### config.mk
export PLATFORM = sky130hd
export DESIGN_NAME = inc_arbiter
export DESIGN_NICKNAME = d
export VERILOG_FILES = /design/src/rtl/cpu_pkg.sv /design/src/rtl/incrementer.sv /design/src/rtl/inc_arbiter.sv
export SDC_FILE = /design/constraint.sdc
export NUM_CORES = 1
export LEC_CHECK = 0
export BUFFER_PORTS_ARGS = -buffer_cell sky130_fd_sc_hd__buf_2
export CAP_MARGIN = 30
export CORE_MARGIN = 5
export CORE_UTILIZATION = 52
export DETAILED_ROUTE_END_ITERATION = 10
export PLACE_DENSITY = 0.93
export SYNTH_ARGS = -nofsm -noshare
export SYNTH_HDL_FRONTEND = slang
export SYNTH_SLANG_ARGS = --single-unit
### constraint.sdc
create_clock -name i_clk -period 6.8 [get_ports i_clk]
set_input_delay 1.02 -clock i_clk [delete_from_list [all_inputs] [get_ports i_clk]]
set_output_delay 1.02 -clock i_clk [all_outputs]
set_load 0.05 [all_outputs]
### src/rtl/cpu_pkg.sv
// Shared CPU datapath constants, word/ID types and the incrementer result payload.
package cpu_pkg;

  localparam int unsigned WORD_W = 16;
  localparam int unsigned ID_W   = 3;

  localparam logic DIR_INC = 1'b1;
  localparam logic DIR_DEC = 1'b0;

  localparam logic [WORD_W-1:0] WORD_MAX = 16'hFFFF;
  localparam logic [WORD_W-1:0] WORD_MIN = 16'h0000;

  typedef logic [WORD_W-1:0] word_t;
  typedef logic [ID_W-1:0]   id_t;

  typedef struct packed {
    logic  valid;
    id_t   id;
    word_t data;
    logic  wrap;
  } inc_res_t;

  // True when a +1/-1 step on v crosses the word boundary.
  function automatic logic wraps(input word_t v, input logic dir);
    return ((dir == DIR_INC) && (v == WORD_MAX)) ||
           ((dir == DIR_DEC) && (v == WORD_MIN));
  endfunction

endpackage

### src/rtl/incrementer.sv
// Shared 16-bit +1/-1 unit; result is modulo 2^16.
module incrementer
  import cpu_pkg::*;
(
  input  word_t i_in,
  input  logic  i_dir,
  output word_t o_out
);

  assign o_out = (i_dir == DIR_INC) ? (i_in + word_t'(1)) : (i_in - word_t'(1));

endmodule

### src/rtl/inc_arbiter.sv
// Arbitrates NREQ requesters onto one shared incrementer and registers the
// winning result with consumer back-pressure.
module inc_arbiter
  import cpu_pkg::*;
#(
  parameter int unsigned NREQ  = 4,
  parameter int unsigned PRIO0 = 0
) (
  input  logic                   i_clk,
  input  logic                   i_rst_n,
  input  logic [NREQ-1:0]        i_req,
  input  logic [NREQ*WORD_W-1:0] i_val,
  input  logic [NREQ-1:0]        i_dir,
  input  logic                   i_hold,
  output logic [NREQ-1:0]        o_gnt,
  output logic                   o_valid,
  output logic [ID_W-1:0]        o_id,
  output logic [WORD_W-1:0]      o_out,
  output logic                   o_wrap
);

  logic [NREQ-1:0] elig;
  logic [NREQ-1:0] gnt;
  logic            win_found;
  logic            prio_win;
  id_t             win_id;
  id_t             rr_ptr;
  id_t             rr_ptr_nxt;
  logic            accept;
  word_t           sel_val;
  logic            sel_dir;
  word_t           inc_out;
  inc_res_t        res_q;
  inc_res_t        res_d;

  // Requester 0 leaves the round-robin group when it has fixed priority.
  always_comb begin
    elig = i_req;
    if (PRIO0 != 0) begin
      elig[0] = 1'b0;
    end
  end

  // Winner select: priority requester first, then scan from rr_ptr upward
  // (pass 1), wrapping to the low indices below rr_ptr (pass 2).
  always_comb begin
    win_found = 1'b0;
    prio_win  = 1'b0;
    win_id    = '0;
    if ((PRIO0 != 0) && i_req[0]) begin
      win_found = 1'b1;
      prio_win  = 1'b1;
    end else begin
      for (int unsigned k = 0; k < NREQ; k++) begin
        if (!win_found && elig[k] && (id_t'(k) >= rr_ptr)) begin
          win_found = 1'b1;
          win_id    = id_t'(k);
        end
      end
      for (int unsigned k = 0; k < NREQ; k++) begin
        if (!win_found && elig[k]) begin
          win_found = 1'b1;
          win_id    = id_t'(k);
        end
      end
    end
  end

  assign accept = (|i_req) && !(res_q.valid && i_hold);

  // One-hot grant, suppressed while reset is asserted.
  always_comb begin
    gnt = '0;
    for (int unsigned k = 0; k < NREQ; k++) begin
      gnt[k] = i_rst_n && accept && win_found && (win_id == id_t'(k));
    end
  end

  assign o_gnt = gnt;

  // Operand mux steered by the winner index.
  always_comb begin
    sel_val = '0;
    sel_dir = DIR_INC;
    for (int unsigned k = 0; k < NREQ; k++) begin
      if (win_id == id_t'(k)) begin
        sel_val = i_val[k*WORD_W +: WORD_W];
        sel_dir = i_dir[k];
      end
    end
  end

  incrementer u_inc (
    .i_in  (sel_val),
    .i_dir (sel_dir),
    .o_out (inc_out)
  );

  // Pointer moves past each round-robin winner; priority wins leave it alone.
  always_comb begin
    rr_ptr_nxt = rr_ptr;
    if (accept && win_found && !prio_win) begin
      rr_ptr_nxt = (win_id == id_t'(NREQ-1)) ? id_t'(0) : (win_id + id_t'(1));
    end
  end

  // Output register: capture on accept, drain when idle, freeze on stall.
  always_comb begin
    res_d = res_q;
    if (accept) begin
      res_d.valid = 1'b1;
      res_d.id    = win_id;
      res_d.data  = inc_out;
      res_d.wrap  = wraps(sel_val, sel_dir);
    end else if (!(res_q.valid && i_hold)) begin
      res_d.valid = 1'b0;
    end
  end

  always_ff @(posedge i_clk or negedge i_rst_n) begin
    if (!i_rst_n) begin
      res_q  <= '0;
      rr_ptr <= '0;
    end else begin
      res_q  <= res_d;
      rr_ptr <= rr_ptr_nxt;
    end
  end

  assign o_valid = res_q.valid;
  assign o_id    = res_q.id;
  assign o_out   = res_q.data;
  assign o_wrap  = res_q.wrap;

endmodule

==> results.cfg, run 1 <==
[cts]
root_buffer = sky130_fd_sc_hd__clkbuf_8
ctsResizeCount = 0
tritoncts_num_sinks = 22
tritoncts = yes
ctsHoldBuffers = 0
h_tree_levels = 1
clock_latency_ps = 260
clk_pin_slew_worst_paths_ps = 70
cts-buffers-inserted = 3
cts_setup_buffers = 0
cts.path.max_buffers = 2

[power]
irDropWorstVdd_v = 0.000283
power_mw = 1.87
p_leak_nw = 1.38
p_per_area_nw_per_um2 = 666

[placement]
place.port_buffers = 98
gp_congestion = 0.963
place.detailed.instances = 431
post-dp-hpwl_um = 5230

[timing]
finClkSkew_ps = 2.11
maximum_frequency_from_static_timing_analysis_ghz = 0.186
timing.final.hold_violations = 0
setup-violations-final = 0
final.period_utilization_pct = 79.1
timing_worst_slew_pin_value_ps = 658
finalMaxSlewViolations = 0
unrepaired_setup_endpoints_after_global_routing = no
remaining_max_slew_budget_at_the_tightest_pin_pct = 56.0
fin_worst_hold_slack_ps = 463
setup_total_negative_slack_ps = 0
period_needed_ps = 5380

[worst_hold_path]
hold_path_startpoint = o_out[7]$_DFFE_PN0P_
min_path_cells = 2
worst_hold_path_type = register to register
hold_end = o_out[7]$_DFFE_PN0P_

[logic_synthesis]
synth_top_area_cell = sky130_fd_sc_hd__dfrtp_1
yosys_cell_types = 55
syn-mean-instance-area_sq_um = 7.66
synth_ff_type = sky130_fd_sc_hd__dfrtp_1
synth.ff_latch_count = 22
yosys_warnings = 0
synth_enable_flop_cells = 0
synth_top_cell_area_share_pct = 24.5
syn_area_sq_um = 2250
synthesis.instances = 294
synth_area_leaders = sky130_fd_sc_hd__dfrtp_1 24%, sky130_fd_sc_hd__ha_1 10%, sky130_fd_sc_hd__nand2_1 7.7%
synth.yosys.seq_area_share_pct = 24.5
async_reset_ff_share_pct = 100
net_count_after_synthesis = 388

[setup_path]
critPathMaxFanout = 18
crit_chain = buf_2 > o31ai_1 > o22ai_1 > inv_1 > ha_1 > inv_1 > and3_1 > a221o_1 > inv_1 > ha_1 > a31o_1 > or3_1 > o211a_1 > o311ai_4 > o21ai_2 > o31ai_2 > xnor2_1 > o21ai_1
cpPeakStageDelay_ps = 480
worstPathArrival_ps = 5510
critPathKind = input pin to register
start_kind = input pin
worst_path_most_repeated_cell = sky130_fd_sc_hd__inv_1
type_of_element_capturing_the_critical_path = register
timing.critical_path.buf_inv = 4
crit_path_max_delay_family = compound AO/OA/AOI/OAI gates
regToRegEndpoint = o_out[15]$_DFFE_PN0P_
worstPathRequired_ps = 6930
timing.critical_path.slowest_stage_cell = sky130_fd_sc_hd__ha_1
reg2reg_slack_ps = 1840
rr_worst_depth = 19
regToRegStartpoint = rr_ptr[1]$_DFFE_PN0P_

[routing]
routed-via-count = 2499
remaining_drc_errors = 0
avgViaCountPerCell = 5.74
routed_wl_um = 6290
pre_antenna_drt_iters = 4
post_drt_wl_per_cell_um = 14.5
antenna_violating_nets_post_route = 0
drt_first_iter_violations = 152

[floorplan]
placement_rows = 24
die_height_um = 75.8
core_area_sq_um = 4260
start_util_pct = 52.8
die_area_sq_um = 5740
fp.dieW_um = 75.8
boundaryPins = 100

[finish]
drive_gt1_share_pct = 28.5
final_cell_mix = 98 x sky130_fd_sc_hd__buf_2, 46 x sky130_fd_sc_hd__nand2_1, 25 x sky130_fd_sc_hd__o21ai_0
fillerInstances = 369
syn_to_final_growth_pct = 24.7
final_nets = 478
antenna_cells_inserted = 0
area.sequential_sq_um = 551
layout.cells.most_common = sky130_fd_sc_hd__buf_2
finish.cell_count_without_fillers = 435
multiInputGateArea_sq_um = 1580

[outcome]
run_status = completed

[global_route]
via_count_of_the_first_global_routing_pass = 2434
grt_util_all_layers_pct = 22.5
grt_pass1_wl_um = 10300
largest_net_degree_at_the_start_of_global_routing = 43
globalRouteOverflowTotal = 0
grt_antenna_before_repair = 0

[flow_run]
timing.max_cap.violations = 0
-- metal layers --
layer / global-route usage, % / part of all wire [%] / routed length, um / vias up
li1: - / - / - / 1260
met1: 29.2 / 44 / 2760 / 1129
met2: 40.6 / 48 / 3040 / 104
met3: 1.06 / 6.7 / 420 / 6
met4: 5.83 / 0.95 / 60 / 0
met5: 0 / 0 / 0 / -
-- worst register-to-register path: stages (launching register included) --
cell and delay (ps):
sky130_fd_sc_hd__dfrtp_1 440, sky130_fd_sc_hd__nand2b_1 130, sky130_fd_sc_hd__a21oi_1 60, sky130_fd_sc_hd__a31oi_1 140, sky130_fd_sc_hd__nand2_1 140, sky130_fd_sc_hd__inv_1 130
sky130_fd_sc_hd__ha_1 490, sky130_fd_sc_hd__inv_1 310, sky130_fd_sc_hd__and3_1 260, sky130_fd_sc_hd__a221o_1 350, sky130_fd_sc_hd__inv_1 400, sky130_fd_sc_hd__ha_1 330
sky130_fd_sc_hd__a31o_1 220, sky130_fd_sc_hd__or3_1 300, sky130_fd_sc_hd__o211a_1 270, sky130_fd_sc_hd__o311ai_4 320, sky130_fd_sc_hd__o21ai_2 130, sky130_fd_sc_hd__o31ai_2 220
sky130_fd_sc_hd__xnor2_1 150, sky130_fd_sc_hd__o21ai_1 70
-- through the flow --
step / cell area [sq um] / util, % / setup WS, ps
floorplan: 2250 / - / 2060
global placement: 2750 / 64.6 / 1410
detailed placement: 2750 / 64.6 / 1210
CTS: 2810 / 65.8 / 1470
global route: 2810 / 65.8 / 974
finish: 2810 / 65.8 / 1420
-- state kept, by name (all words and copies together), names as in the netlist --
register  cells
o_out        16
o_wrap        1
o_id          2
o_valid       1
rr_ptr        2
-- cell usage after synthesis, types with 4 or more instances --
library cell               number
sky130_fd_sc_hd__nor2b_1        7
sky130_fd_sc_hd__a31oi_1        8
sky130_fd_sc_hd__nand3b_1      12
sky130_fd_sc_hd__xor2_1         8
sky130_fd_sc_hd__ha_1          18
sky130_fd_sc_hd__clkbuf_1      11
sky130_fd_sc_hd__nor3_1         4
sky130_fd_sc_hd__inv_1         14
sky130_fd_sc_hd__dfrtp_1       22
sky130_fd_sc_hd__o22ai_1       12
sky130_fd_sc_hd__o21ai_0       25
sky130_fd_sc_hd__xnor2_1        5
sky130_fd_sc_hd__a22oi_1        4
sky130_fd_sc_hd__nand2_1       46
sky130_fd_sc_hd__nor2_1        10
sky130_fd_sc_hd__a21oi_1       21
sky130_fd_sc_hd__and3_1         6
sky130_fd_sc_hd__nor4_1         7
-- how the worst max path moves through the flow --
stage	startpoint	to	slack, ps	cells after the start
finish	i_req[1]	o_out[15]$_DFFE_PN0P_	1420	18
global route	i_req[3]	o_out[11]$_DFFE_PN0P_	970	18
global placement	i_req[2]	o_out[15]$_DFFE_PN0P_	1410	20
floorplan	i_req[3]	o_out[15]$_DFFE_PN0P_	2060	18
CTS	i_req[1]	o_out[15]$_DFFE_PN0P_	1470	18
detailed placement	i_req[1]	o_out[15]$_DFFE_PN0P_	1210	18
-- cells by family (layout without fill, tap and decap cells) --
kind of cell / after synthesis / after routing / synth area share [%]
other: 1 / 1 / 0.167
muxes: 1 / 1 / 0.445
and+or+nand+nor: 111 / 111 / 25.3
DFF: 22 / 22 / 24.5
buffers and inverters: 29 / 118 / 5.39
AOI/OAI and AO/OA: 98 / 98 / 28.3
adders and majority gates: 19 / 19 / 10.9
xor gates and xnor gates: 13 / 13 / 5.06
-- power breakdown --
part | internal, mW | leakage, nW | switching [mW]
registers | 0.195 | 0.266 | 0.0301
clock network | 0.0515 | 0.0288 | 0.0394
logic | 0.573 | 1.09 | 0.981
total | 0.819 | 1.38 | 1.05
-- cell type report --
class                   count  area share [%]
multi-input cells         243            56.2
flip-flops and latches     22            19.6
repair buffers            100            18.0
well taps                  52            2.32
clock buffers               4            1.96
inverters                  14            1.87
(Power assumes the default switching activity.)
==> inputs of run 2 (changes only) <==
--- a/config.mk
+++ b/config.mk
@@ -8,9 +8,9 @@
 export BUFFER_PORTS_ARGS = -buffer_cell sky130_fd_sc_hd__buf_2
 export CAP_MARGIN = 30
 export CORE_MARGIN = 5
-export CORE_UTILIZATION = 52
+export CORE_UTILIZATION = 44
 export DETAILED_ROUTE_END_ITERATION = 10
-export PLACE_DENSITY = 0.93
+export PLACE_DENSITY = 0.84
 export SYNTH_ARGS = -nofsm -noshare
 export SYNTH_HDL_FRONTEND = slang
 export SYNTH_SLANG_ARGS = --single-unit
==> constraint.sdc (replaced) <==
create_clock -name i_clk -period 4.6 [get_ports i_clk]
set_input_delay 0.69 -clock i_clk [delete_from_list [all_inputs] [get_ports i_clk]]
set_output_delay 0.69 -clock i_clk [all_outputs]
set_load 0.05 [all_outputs]
==> results.cfg, run 2 (synthesis gave the netlist of run 1 again) <==
[floorplan]
die_height_um = 81.5
boundaryPins = 100
die_area_sq_um = 6650
start_util_pct = 44.6
placement_rows = 26
fp.dieW_um = 81.5
core_area_sq_um = 5040

[timing]
setup-violations-final = 0
fin_worst_hold_slack_ps = 401
maximum_frequency_from_static_timing_analysis_ghz = 0.237
timing_worst_slew_pin_value_ps = 740
remaining_max_slew_budget_at_the_tightest_pin_pct = 49.4
final.period_utilization_pct = 91.7
finClkSkew_ps = 1.04
period_needed_ps = 4220
unrepaired_setup_endpoints_after_global_routing = no
timing.final.hold_violations = 0
setup_total_negative_slack_ps = 0
finalMaxSlewViolations = 0

[cts]
tritoncts = yes
root_buffer = sky130_fd_sc_hd__clkbuf_8
cts.path.max_buffers = 2
ctsHoldBuffers = 0
cts_setup_buffers = 0
clk_pin_slew_worst_paths_ps = 70
tritoncts_num_sinks = 22
cts-buffers-inserted = 3
h_tree_levels = 1
clock_latency_ps = 260
ctsResizeCount = 0

[global_route]
grt_pass1_wl_um = 10900
via_count_of_the_first_global_routing_pass = 2557
grt_antenna_before_repair = 0
largest_net_degree_at_the_start_of_global_routing = 28
grt_util_all_layers_pct = 20.3
globalRouteOverflowTotal = 0

[power]
gate_power_share_pct = 83.9
sw_share_pct = 55.4
power.clock.fraction_pct = 4.2
p_per_area_nw_per_um2 = 968
internal_power_mw = 1.26
p_leak_nw = 1.43
irDropWorstVdd_v = 0.000375
power.sequential.fraction_pct = 11.9
power_switching_mw = 1.56

[finish]
max_ffs_per_register = 16
final_cell_mix = 98 x sky130_fd_sc_hd__buf_2, 46 x sky130_fd_sc_hd__nand2_1, 25 x sky130_fd_sc_hd__o21ai_0
layout.cells.most_common = sky130_fd_sc_hd__buf_2
final_nets = 490
syn_to_final_growth_pct = 29.1
layout.cell_area.non_filler_sq_um = 2910
drive_gt1_share_pct = 30.5
antenna_cells_inserted = 0

[routing]
avgViaCountPerCell = 5.44
pre_antenna_drt_iters = 4
remaining_drc_errors = 0
post_drt_wl_per_cell_um = 13.9
antenna_violating_nets_post_route = 0
routed-via-count = 2523
routed_wl_um = 6470
drt_first_iter_violations = 140

[setup_path]
start_kind = register
reg2reg_slack_ps = 380
worstPathArrival_ps = 4340
critPathMaxFanout = 19
worstPathRequired_ps = 4720
critPathKind = register to register
type_of_element_capturing_the_critical_path = register

[flow_run]
timing.max_cap.violations = 0

[placement]
dpl_cell_area_sq_um = 2870
place.port_buffers = 98
post-dp-hpwl_um = 5540
gp_congestion = 0.980

[outcome]
run_status = completed

[worst_hold_path]
worst_hold_path_type = input pin to async pin
run 2: cell types whose count changed in the layout (fill, tap and decap cells not counted), sizes merged:
cell | before | now
clkbuf | 4 | 3
buf | 100 | 112
run 2: critical path, stage by stage (launching register included):
cell and delay [ps]:
sky130_fd_sc_hd__dfrtp_1 440, sky130_fd_sc_hd__nand2b_1 170, sky130_fd_sc_hd__a21oi_1 150, sky130_fd_sc_hd__a31oi_1 50, sky130_fd_sc_hd__nand2_1 130, sky130_fd_sc_hd__inv_1 90
sky130_fd_sc_hd__ha_1 250, sky130_fd_sc_hd__buf_4 200, sky130_fd_sc_hd__nor2b_1 180, sky130_fd_sc_hd__a22oi_1 100, sky130_fd_sc_hd__a21oi_1 310, sky130_fd_sc_hd__ha_1 320
sky130_fd_sc_hd__a31o_1 230, sky130_fd_sc_hd__or3_1 310, sky130_fd_sc_hd__o211a_1 270, sky130_fd_sc_hd__o311ai_4 310, sky130_fd_sc_hd__o21ai_2 120, sky130_fd_sc_hd__o31ai_2 220
sky130_fd_sc_hd__xnor2_1 150, sky130_fd_sc_hd__o21ai_1 70
run 2: final cells by class:
cell class | instances | area (sq um)
multi-input combinational | 243 | 1580
timing repair buffer | 112 | 596
inverter | 14 | 52.6
fill | 458 | 2140
sequential | 22 | 551
clock buffer | 3 | 41.3
tap | 70 | 87.6
run 2: worst paths after layout:
path	startpoint	endpoint	cells past startpoint
worst max-delay path	rr_ptr[1]$_DFFE_PN0P_	o_out[15]$_DFFE_PN0P_	19
worst min-delay path	i_rst_n	o_out[7]$_DFFE_PN0P_	1
worst max register to register	rr_ptr[1]$_DFFE_PN0P_	o_out[15]$_DFFE_PN0P_	19
worst min register to register	o_out[7]$_DFFE_PN0P_	o_out[7]$_DFFE_PN0P_	2
max in group asynchronous	i_rst_n	o_out[0]$_DFFE_PN0P_	1
min in group i_clk	o_out[7]$_DFFE_PN0P_	o_out[7]$_DFFE_PN0P_	2
run 2: routing by layer:
metal	part of all wire [%]	up-vias	GRT usage, %	wire [um]
met5	0	-	0	0
met4	0.94	0	5.24	61
met3	7.6	5	2.63	494
met2	48	95	35.7	3090
met1	44	1137	26.1	2820
li1	-	1286	-	-
run 2: stage by stage:
| stage | util, % | total power, mW | instances | worst slack (ps) |
|---|---|---|---|---|
| finish | 57.6 | 2.81 | 464 | 381 |
| global route | 57.6 | 3.09 | 464 | 106 |
| CTS | 57.6 | 2.81 | 464 | 402 |
| detailed placement | 56.8 | 2.69 | 461 | 160 |
| global placement | 56.8 | 2.61 | 461 | 225 |
| floorplan | - | 2.12 | 294 | 186 |
run 2: power groups by stage:
| stage | Combinational (mW) | Sequential (mW) | Clock, mW |
|---|---|---|---|
| floorplan | 1.52 | 0.601 | 0 |
| global placement | 2.28 | 0.337 | 0 |
| detailed placement | 2.35 | 0.339 | 0 |
| CTS | 2.36 | 0.335 | 0.118 |
| global route | 2.62 | 0.347 | 0.127 |
| finish | 2.36 | 0.335 | 0.117 |
==> inputs of run 3 (changes only) <==
--- a/config.mk
+++ b/config.mk
@@ -13,4 +13,5 @@
 export PLACE_DENSITY = 0.84
 export SYNTH_ARGS = -nofsm -noshare
 export SYNTH_HDL_FRONTEND = slang
+export SYNTH_HIERARCHICAL = 1
 export SYNTH_SLANG_ARGS = --single-unit
==> results.cfg, run 3 <==
[setup_path]
worstPathRequired_ps = 4760
crit_path_max_delay_family = compound AO/OA/AOI/OAI gates
regToRegEndpoint = o_out[13]$_DFFE_PN0P_
reg2reg_slack_ps = 640
critPathKind = input pin to register
timing.critical_path.buf_inv = 4
worstPathArrival_ps = 4290
regToRegStartpoint = rr_ptr[0]$_DFFE_PN0P_
crit_chain = buf_2 > inv_1 > nor2_1 > a21oi_1 > o22ai_1 > a21oi_1 > inv_1 > ha_1 > or2_4 > o221ai_1 > inv_1 > ha_1 > a21oi_1 > o21ai_0 > a31oi_4 > o21bai_2 > xor2_1 > nand2_1 > nand2_1
cpPeakStageDelay_ps = 450
rr_worst_depth = 17
type_of_element_capturing_the_critical_path = register
timing.critical_path.slowest_stage_cell = sky130_fd_sc_hd__ha_1
critPathMaxFanout = 14
start_kind = input pin

[timing]
finalMaxSlewViolations = 0
finClkSkew_ps = 12.7
timing.final.hold_violations = 0
post-route-worst-setup-slack_ps = 470
maximum_frequency_from_static_timing_analysis_ghz = 0.242
setup_total_negative_slack_ps = 0
unrepaired_setup_endpoints_after_global_routing = no
remaining_max_slew_budget_at_the_tightest_pin_pct = 50.5
timing_worst_slew_pin_value_ps = 743
period_needed_ps = 4130
final.period_utilization_pct = 89.8
setup-violations-final = 0

[placement]
post-dp-hpwl_um = 5420
gp_congestion = 0.908
place.port_buffers = 98
preCtsSetupSlack_ps = 192
dpl_cell_area_sq_um = 2830

[flow_run]
timing.max_cap.violations = 0

[cts]
ctsHoldBuffers = 0
cts_setup_buffers = 0
tritoncts_num_sinks = 22
tritoncts = yes
cts.path.max_buffers = 2
h_tree_levels = 1
clk_pin_slew_worst_paths_ps = 90
cts-buffers-inserted = 3
root_buffer = sky130_fd_sc_hd__clkbuf_8
clock_latency_ps = 270
ctsResizeCount = 0

[outcome]
run_status = completed

[routing]
pre_antenna_drt_iters = 4
routed-via-count = 2507
avgViaCountPerCell = 5.46
antenna_violating_nets_post_route = 0
drt_first_iter_violations = 150
routed_wl_um = 6670
remaining_drc_errors = 0
post_drt_wl_per_cell_um = 14.5

[finish]
layout.cell_area.non_filler_sq_um = 2880
fillerInstances = 510
post-route-util_pct = 56.8
layout.cells.most_common = sky130_fd_sc_hd__buf_2
syn_to_final_growth_pct = 25.4
final_nets = 484
final_cell_mix = 98 x sky130_fd_sc_hd__buf_2, 70 x sky130_fd_sc_hd__nand2_1, 22 x sky130_fd_sc_hd__dfrtp_1
drive_gt1_share_pct = 32.6
max_ffs_per_register = 16
antenna_cells_inserted = 0

[logic_synthesis]
syn-mean-instance-area_sq_um = 7.74
syn_area_sq_um = 2300
net_count_after_synthesis = 391
synth_ff_type = sky130_fd_sc_hd__dfrtp_1
synth_top_area_cell = sky130_fd_sc_hd__dfrtp_1
synth_top_cell_area_share_pct = 24.0
yosys_cell_types = 50
synthesis.instances = 297
yosys_warnings = 6
synth.yosys.seq_area_share_pct = 24.0
synth_enable_flop_cells = 0
synthMostInstantiatedCell = sky130_fd_sc_hd__nand2_1
async_reset_ff_share_pct = 100
synth_commonest_cells = 70 x sky130_fd_sc_hd__nand2_1, 22 x sky130_fd_sc_hd__dfrtp_1, 21 x sky130_fd_sc_hd__inv_1
synth_area_leaders = sky130_fd_sc_hd__dfrtp_1 24%, sky130_fd_sc_hd__nand2_1 11%, sky130_fd_sc_hd__ha_1 9.8%
synth.ff_latch_count = 22

[floorplan]
boundaryPins = 100
die_area_sq_um = 6770
start_util_pct = 45.3
placement_rows = 26
die_height_um = 82.3
fp.dieW_um = 82.3
core_area_sq_um = 5070

[worst_hold_path]
worst_hold_path_type = input pin to async pin

[global_route]
grt_util_all_layers_pct = 20.4
globalRouteOverflowTotal = 0
largest_net_degree_at_the_start_of_global_routing = 27
via_count_of_the_first_global_routing_pass = 2480
grt_antenna_before_repair = 0
grt_pass1_wl_um = 11100
-- run 3: per-stage QoR --
step | instances | hold WS (ps)
floorplan | 297 | 394
global placement | 455 | 457
detailed placement | 455 | 457
CTS | 459 | 412
global route | 459 | 447
finish | 459 | 394
-- run 3: cell type report --
| class | instances | area [sq um] | area share [%] |
|---|---|---|---|
| Sequential cell | 22 | 551 | 19.1 |
| Inverter | 21 | 78.8 | 2.73 |
| Multi-Input combinational cell | 238 | 1580 | 54.6 |
| Timing Repair Buffer | 104 | 536 | 18.6 |
| Tap cell | 70 | 87.6 | 3.04 |
| Clock buffer | 4 | 55.1 | 1.91 |
-- run 3: worst max-delay path by stage --
| stage | from | endpoint | slack [ps] | depth (start not counted) |
|---|---|---|---|---|
| after floorplan | i_req[0] | o_out[13]$_DFFE_PN0P_ | 500 | 20 |
| after global placement | i_req[0] | o_out[13]$_DFFE_PN0P_ | 370 | 19 |
| after detailed placement | i_req[0] | o_out[13]$_DFFE_PN0P_ | 190 | 19 |
| after CTS | i_req[0] | o_out[13]$_DFFE_PN0P_ | 470 | 19 |
| after global routing | i_req[0] | o_out[15]$_DFFE_PN0P_ | 150 | 19 |
| final | i_req[0] | o_out[13]$_DFFE_PN0P_ | 470 | 19 |
-- run 3: cell families after synthesis --
| group | Yosys count | synth area share (%) |
|---|---|---|
| AO/OA/AOI/OAI | 84 | 28.5 |
| flip-flops | 22 | 24.0 |
| buffers and inverters | 37 | 7.51 |
| XOR/XNOR | 14 | 5.33 |
| AND/OR/NAND/NOR | 117 | 22.5 |
| other | 1 | 0.163 |
| adder cells (fa/ha/maj) | 19 | 10.7 |
| multiplexers | 3 | 1.42 |
-- run 3: routing by layer --
| layer | share of wire (%) | vias up | GRT usage [%] | wire length [um] |
|---|---|---|---|---|
| li1 | - | 1253 | - | - |
| met3 | 7.4 | 8 | 3.69 | 496 |
| met4 | 0.69 | 0 | 3.16 | 46 |
| met5 | 0 | - | 0 | 0 |
| met1 | 43 | 1159 | 26.0 | 2850 |
| met2 | 49 | 87 | 36.3 | 3270 |
Power of run 3 is left out: the tool's default activity adds up to more than one toggle a clock period on the data nets, which glitch-free logic cannot reach.
